<file path="src/rtl/equilibrium_maxxing_uc.sv">
// Game control unit: sequences calibration, level selection, the preparation
// countdown and RODADAS rounds of target/fade/balance/score for the datapath.
module equilibrium_maxxing_uc #(
  parameter int RODADAS  = 10,
  parameter int T_JOGADA = 250_000_000,
  parameter int T_CALIB  = 500_000_000
) (
  input  logic       clock,
  input  logic       reset,
  input  logic       iniciar,
  input  logic       end_left,
  input  logic       end_right,
  input  logic       prep_done,
  input  logic       ganhou_ponto,
  input  logic       perdeu_ponto,
  output logic       calib,
  output logic       trava_servo,
  output logic       start_game,
  output logic       reset_nivel_locked,
  output logic       reset_nivel,
  output logic       reset_prep_cnt,
  output logic       gerar_nova_jogada,
  output logic       fade_trigger,
  output logic       conta_nivel,
  output logic       pronto,
  output logic       erro_calib,
  output logic [7:0] rodada,
  output logic [3:0] db_estado
);

  typedef enum logic [3:0] {
    INICIAL    = 4'd0,
    CALIBRA    = 4'd1,
    ESCOLHE    = 4'd2,
    TRAVA      = 4'd3,
    PREPARA    = 4'd4,
    GERA       = 4'd5,
    FADE       = 4'd6,
    JOGANDO    = 4'd7,
    ACERTO     = 4'd8,
    FALHA      = 4'd9,
    PROXIMA    = 4'd10,
    FIM        = 4'd11,
    ERRO_CALIB = 4'd12
  } state_t;

  localparam int JW = (T_JOGADA > 1) ? $clog2(T_JOGADA) : 1;
  localparam int CW = (T_CALIB > 1) ? $clog2(T_CALIB) : 1;
  localparam logic [JW-1:0] JOG_LAST  = JW'(T_JOGADA - 1);
  localparam logic [CW-1:0] CAL_LAST  = CW'(T_CALIB - 1);
  localparam logic [7:0]    RODADAS_L = 8'(RODADAS);

  state_t        state;
  logic [JW-1:0] t_jog;
  logic [CW-1:0] t_cal;
  logic          iniciar_d;
  logic          ini_ed;

  assign ini_ed    = iniciar & ~iniciar_d;
  assign db_estado = state;

  // NOTE: state is updated with non-blocking assignments so every register
  // samples the pre-edge values, independent of statement order.
  always_ff @(posedge clock or posedge reset) begin
    if (reset) begin
      state     <= INICIAL;
      rodada    <= '0;
      t_jog     <= '0;
      t_cal     <= '0;
      iniciar_d <= 1'b0;
    end else begin
      iniciar_d <= iniciar;
      case (state)
        INICIAL: begin
          rodada <= '0;
          if (ini_ed) begin
            t_cal <= '0;
            state <= CALIBRA;
          end
        end
        CALIBRA: begin
          t_cal <= t_cal + CW'(1);
          if (end_left | end_right)  state <= ESCOLHE;
          else if (t_cal == CAL_LAST) state <= ERRO_CALIB;
        end
        ESCOLHE: if (ini_ed) state <= TRAVA;
        TRAVA:   state <= PREPARA;
        PREPARA: if (prep_done) state <= GERA;
        GERA: begin
          t_jog <= '0;
          state <= FADE;
        end
        FADE: state <= JOGANDO;
        JOGANDO: begin
          t_jog <= t_jog + JW'(1);
          // A win reported together with a loss counts as a win.
          if (ganhou_ponto)                            state <= ACERTO;
          else if (perdeu_ponto || t_jog == JOG_LAST)  state <= FALHA;
        end
        ACERTO, FALHA: begin
          if (rodada != 8'hFF) rodada <= rodada + 8'd1;
          state <= PROXIMA;
        end
        PROXIMA: state <= (rodada == RODADAS_L) ? FIM : GERA;
        FIM, ERRO_CALIB: if (ini_ed) state <= INICIAL;
        default: state <= INICIAL;
      endcase
    end
  end

  // Moore decode straight from the state register, so an asynchronous reset
  // drops every strobe in the same cycle.
  // NOTE: every output gets a default before the case so no latch is inferred.
  always_comb begin
    calib              = 1'b0;
    trava_servo        = 1'b0;
    start_game         = 1'b0;
    reset_nivel_locked = 1'b0;
    reset_nivel        = 1'b0;
    reset_prep_cnt     = 1'b0;
    gerar_nova_jogada  = 1'b0;
    fade_trigger       = 1'b0;
    conta_nivel        = 1'b0;
    pronto             = 1'b0;
    erro_calib         = 1'b0;
    case (state)
      INICIAL: begin
        reset_nivel        = 1'b1;
        reset_nivel_locked = 1'b1;
        reset_prep_cnt     = 1'b1;
      end
      CALIBRA: calib = 1'b1;
      TRAVA: begin
        start_game     = 1'b1;
        reset_prep_cnt = 1'b1;
      end
      PREPARA: trava_servo       = 1'b1;
      GERA:    gerar_nova_jogada = 1'b1;
      FADE:    fade_trigger      = 1'b1;
      ACERTO:  conta_nivel       = 1'b1;
      FIM: begin
        pronto      = 1'b1;
        trava_servo = 1'b1;
      end
      ERRO_CALIB: begin
        erro_calib  = 1'b1;
        trava_servo = 1'b1;
      end
      default: ;
    endcase
  end

endmodule

</file>
<file path="config.mk">
export PLATFORM = sky130hd
export DESIGN_NAME = equilibrium_maxxing_uc
export DESIGN_NICKNAME = d
export VERILOG_FILES = /design/src/rtl/equilibrium_maxxing_uc.sv
export SDC_FILE = /design/constraint.sdc
export NUM_CORES = 1
export LEC_CHECK = 0
export CAP_MARGIN = 25
export CORE_MARGIN = 5
export CORE_UTILIZATION = 55
export CTS_BUF_LIST = sky130_fd_sc_hd__clkbuf_8
export CTS_CLUSTER_DIAMETER = 120
export DETAILED_ROUTE_END_ITERATION = 7
export PLACE_DENSITY = 0.76
export SYNTH_ARGS = -nofsm -noshare
export SYNTH_HDL_FRONTEND = slang
export SYNTH_SLANG_ARGS = --single-unit
export TNS_END_PERCENT = 20
</file>
<file path="constraint.sdc">
create_clock -name clock -period 5.3 [get_ports clock]
set_input_delay 1.06 -clock clock [delete_from_list [all_inputs] [get_ports clock]]
set_output_delay 1.06 -clock clock [all_outputs]
set_load 0.02 [all_outputs]
</file>
==> results.md <==
- Detailed Place HPWL: 5771 um
- Clk_skew: ~0.0064 ns
- Clk sinks: 70
- First-pass GRT wire length: 14700 um
- Setup TNS: 0 ns
- Async set or reset register ratio after synthesis: 100.0%
- Post-CTS sizing: 0
- Mapped Nets: ~430
- Number of synthesized flops with an enable pin: 0
- Final setup fails: 0
- Vias per cell: 6.147
- Critical Path Sink Type: output pin
- Core Box Area: about 6700 um^2
- Maxcap violations: 0
- Post-synth top cells: dfrtp_1, nand2_1, nor2_1, nand3_1, o21ai_0
- Worst Max-Slew Pin Slew: 0.8594 ns
- Max-slew headroom: 42.71%
- Crit path depth: 4
- Yosys top cell by area: dfrtp_1
- Number of global-route vias before repair: 3163
- Post-Synthesis Cells: 420
- Hold Crit Class: reg2reg
- DR WL/cell: 15.61 um
- WL final: between 8000 and 9000 um
- CTS max path bufs: 2
- PwrDens: about 430 nW/um^2
- Hold Fails Final Rpt: 0
- Metal2 WL: 3832 um
- R2r worst-path depth: 8
- Yosys cell types: 52
- P_leak: ~1.7 nW
- Most frequent cell after synthesis: dfrtp_1
- Synth top area share: 46.70%
- Largest net degree at the start of global routing: 42
- Vias: 3264
- Synth Area in Simple Gates: 28.29%
- Die area: 8572 um^2
- Cell family with most CP delay: buffers and inverters
- Count of buffer and inverter cells on the critical path: 2
- Max Slew Vio Count: 0
- Status: completed
- Post-route minimum period: around 3.3 ns
- Drt drc: 0
- Final Power: approximately 1.8 mW
- Router iterations before antenna repair: 4
- Post-Synth Adder-Cell Area: between 1 and 1.5%
- Crit path arrival time: ~2.2 ns
- Peak supply drop: ~0.37 mV
- Most used DFF post-synth: dfrtp_1
- Yosys warnings: 0
- Die X: 92.59 um
- Rows: 30
- CTS Root Cell: clkbuf_8
- Startpoint Class: flip-flop
- Max incr delay on CP: 0.65 ns
- Layout cells sized above 1: 5.765%
- H-tree levels: 3
- RSZ-0062 raised after global routing: no
- Gr ovfl total: 0
- P&R area growth vs syn: 14.08%
- Synth area leaders: dfrtp_1, nand2_1, nand3_1
- Antenna diodes: 0
- Iteration-0 DRC Markers: 159
- Hold_buf cts: 0
- Largest family of logic cells by synthesized area: simple AND/OR/NAND/NOR gates
- Post-CTS Setup Inserts: 0
- Met3 wire len: 323 um
- Worst Path Required: 4.24 ns
- Die Y-Extent: 92.59 um
- GPL Wtd Cong: between 0.8 and 0.9
- Final hold slack: 0.4878 ns
- Highest clock rate: 303.3 MHz
- Antenna violation net count after detailed routing: 0
- Mean area per synthesized cell: 8.931 um^2
- Slowest cell on the critical path: clkdlybuf4s50_1
- Initial antenna violation count: 0
- Number of buffers created by CTS: 9
- Initial Utilization: 55.83%
- Mapped Area: around 3800 um^2
- Skew-Pair Late Insertion Delay: 0.34 ns
- Seq cells post-synth: 70
- Critical path class: reg2out
- Compound-gate portion of the synthesized area: 13.98%
- Register area share after synthesis: 46.70%
- Total GRT Usage: 21.19%
- TritonCTS clock tree: yes
- CP Cell Sequence: nand2_1 -> nor3_2 -> buf_4 -> clkdlybuf4s50_1
- Reg clk slew, reported paths: 0.07 ns
- Critical path peak fanout: 23
- Nets: 460
- Worst hold path cell count: 1
- Tcrit/Tclk final: 62.20%
- Top-level I/O count: 31
- Proportion of synthesized area in mux cells: roughly 1.9%
- Synth Area in XOR/XNOR: 5.137%
- Final std cells w/o fill: approximately 530
- Max Used Layer: met4
- Placed cell count: 517
- M1 wire length: 3993 um
- Number of port buffers: 30
[metal layers]
metal / up-vias / track usage, %
met1: 1602 / 28.95
met3: 11 / 4.305
met4: 0 / 9.530
li1: 1579 / -
met5: - / 0
met2: 72 / 32.57
[where the power goes]
group	total [mW]	switching [mW]	internal, mW	leakage [nW]
registers	0.864	0.207	0.657	0.945
clock network	0.387	0.186	0.201	0.0955
logic	0.588	0.336	0.252	0.708
[flip-flops by register name (all words and copies together), names as in the netlist]
signal,flops
iniciar_d,1
t_cal,29
rodada,8
t_jog,28
db_estado,4
[through the flow]
stage / setup WS [ns] / cell area, um^2 / util [%]
floorplan: 2.472 / 3751 / -
global placement: 2.390 / 4105 / 61.10
detailed placement: 2.383 / 4105 / 61.10
CTS: 1.965 / 4279 / 63.69
global route: 1.863 / 4279 / 63.69
finish: 2.003 / 4279 / 63.69
[layout make-up]
| type | instances | area [um^2] |
|---|---|---|
| repair buffers | 32 | 315.3 |
| inverters | 9 | 33.78 |
| multi-input cells | 326 | 1904 |
| clock inverters | 2 | 8.758 |
| fillers | 567 | 2440 |
| clock buffers | 12 | 165.2 |
| well taps | 80 | 100.1 |
| flip-flops and latches | 70 | 1752 |
[path summary, 6_finish.rpt]
kind                                     endpoint    startpoint  slack (ns)
max in group asynchronous                t_jog[0]         reset        3.18
worst max register to register          t_cal[25]  db_estado[3]        2.90
min in group asynchronous               t_cal[19]         reset        1.22
worst max-delay path            gerar_nova_jogada  db_estado[0]        2.00
worst min-delay path                    t_cal[22]     t_cal[22]        0.49
worst min register to register          t_cal[22]     t_cal[22]        0.49
[cells in the final DEF, fill, tap and decap left out, types with 6 or more instances in the layout]
master | netlist | layout
nor3_1 | 10 | 9
o21ai_0 | 29 | 29
clkdlybuf4s50_1 | 0 | 30
nand4_1 | 17 | 17
xor2_1 | 17 | 17
o211ai_1 | 9 | 9
inv_1 | 6 | 6
o31ai_1 | 9 | 9
nand3_1 | 37 | 37
a21oi_1 | 8 | 8
mux2i_1 | 6 | 6
dfrtp_1 | 70 | 70
or3_1 | 6 | 6
clkbuf_8 | 0 | 12
nand2_1 | 55 | 55
o21ai_1 | 13 | 13
and3_1 | 7 | 7
nor2_1 | 42 | 42
[kinds of logic after synthesis]
group | count (synthesis)
AND/OR/NAND/NOR | 209
flip-flops | 70
XOR/XNOR | 22
adder cells (fa/ha/maj) | 4
AO/OA/AOI/OAI | 84
buffers and inverters | 24
multiplexers | 7
Note: power is estimated with default switching activity, not from simulation.
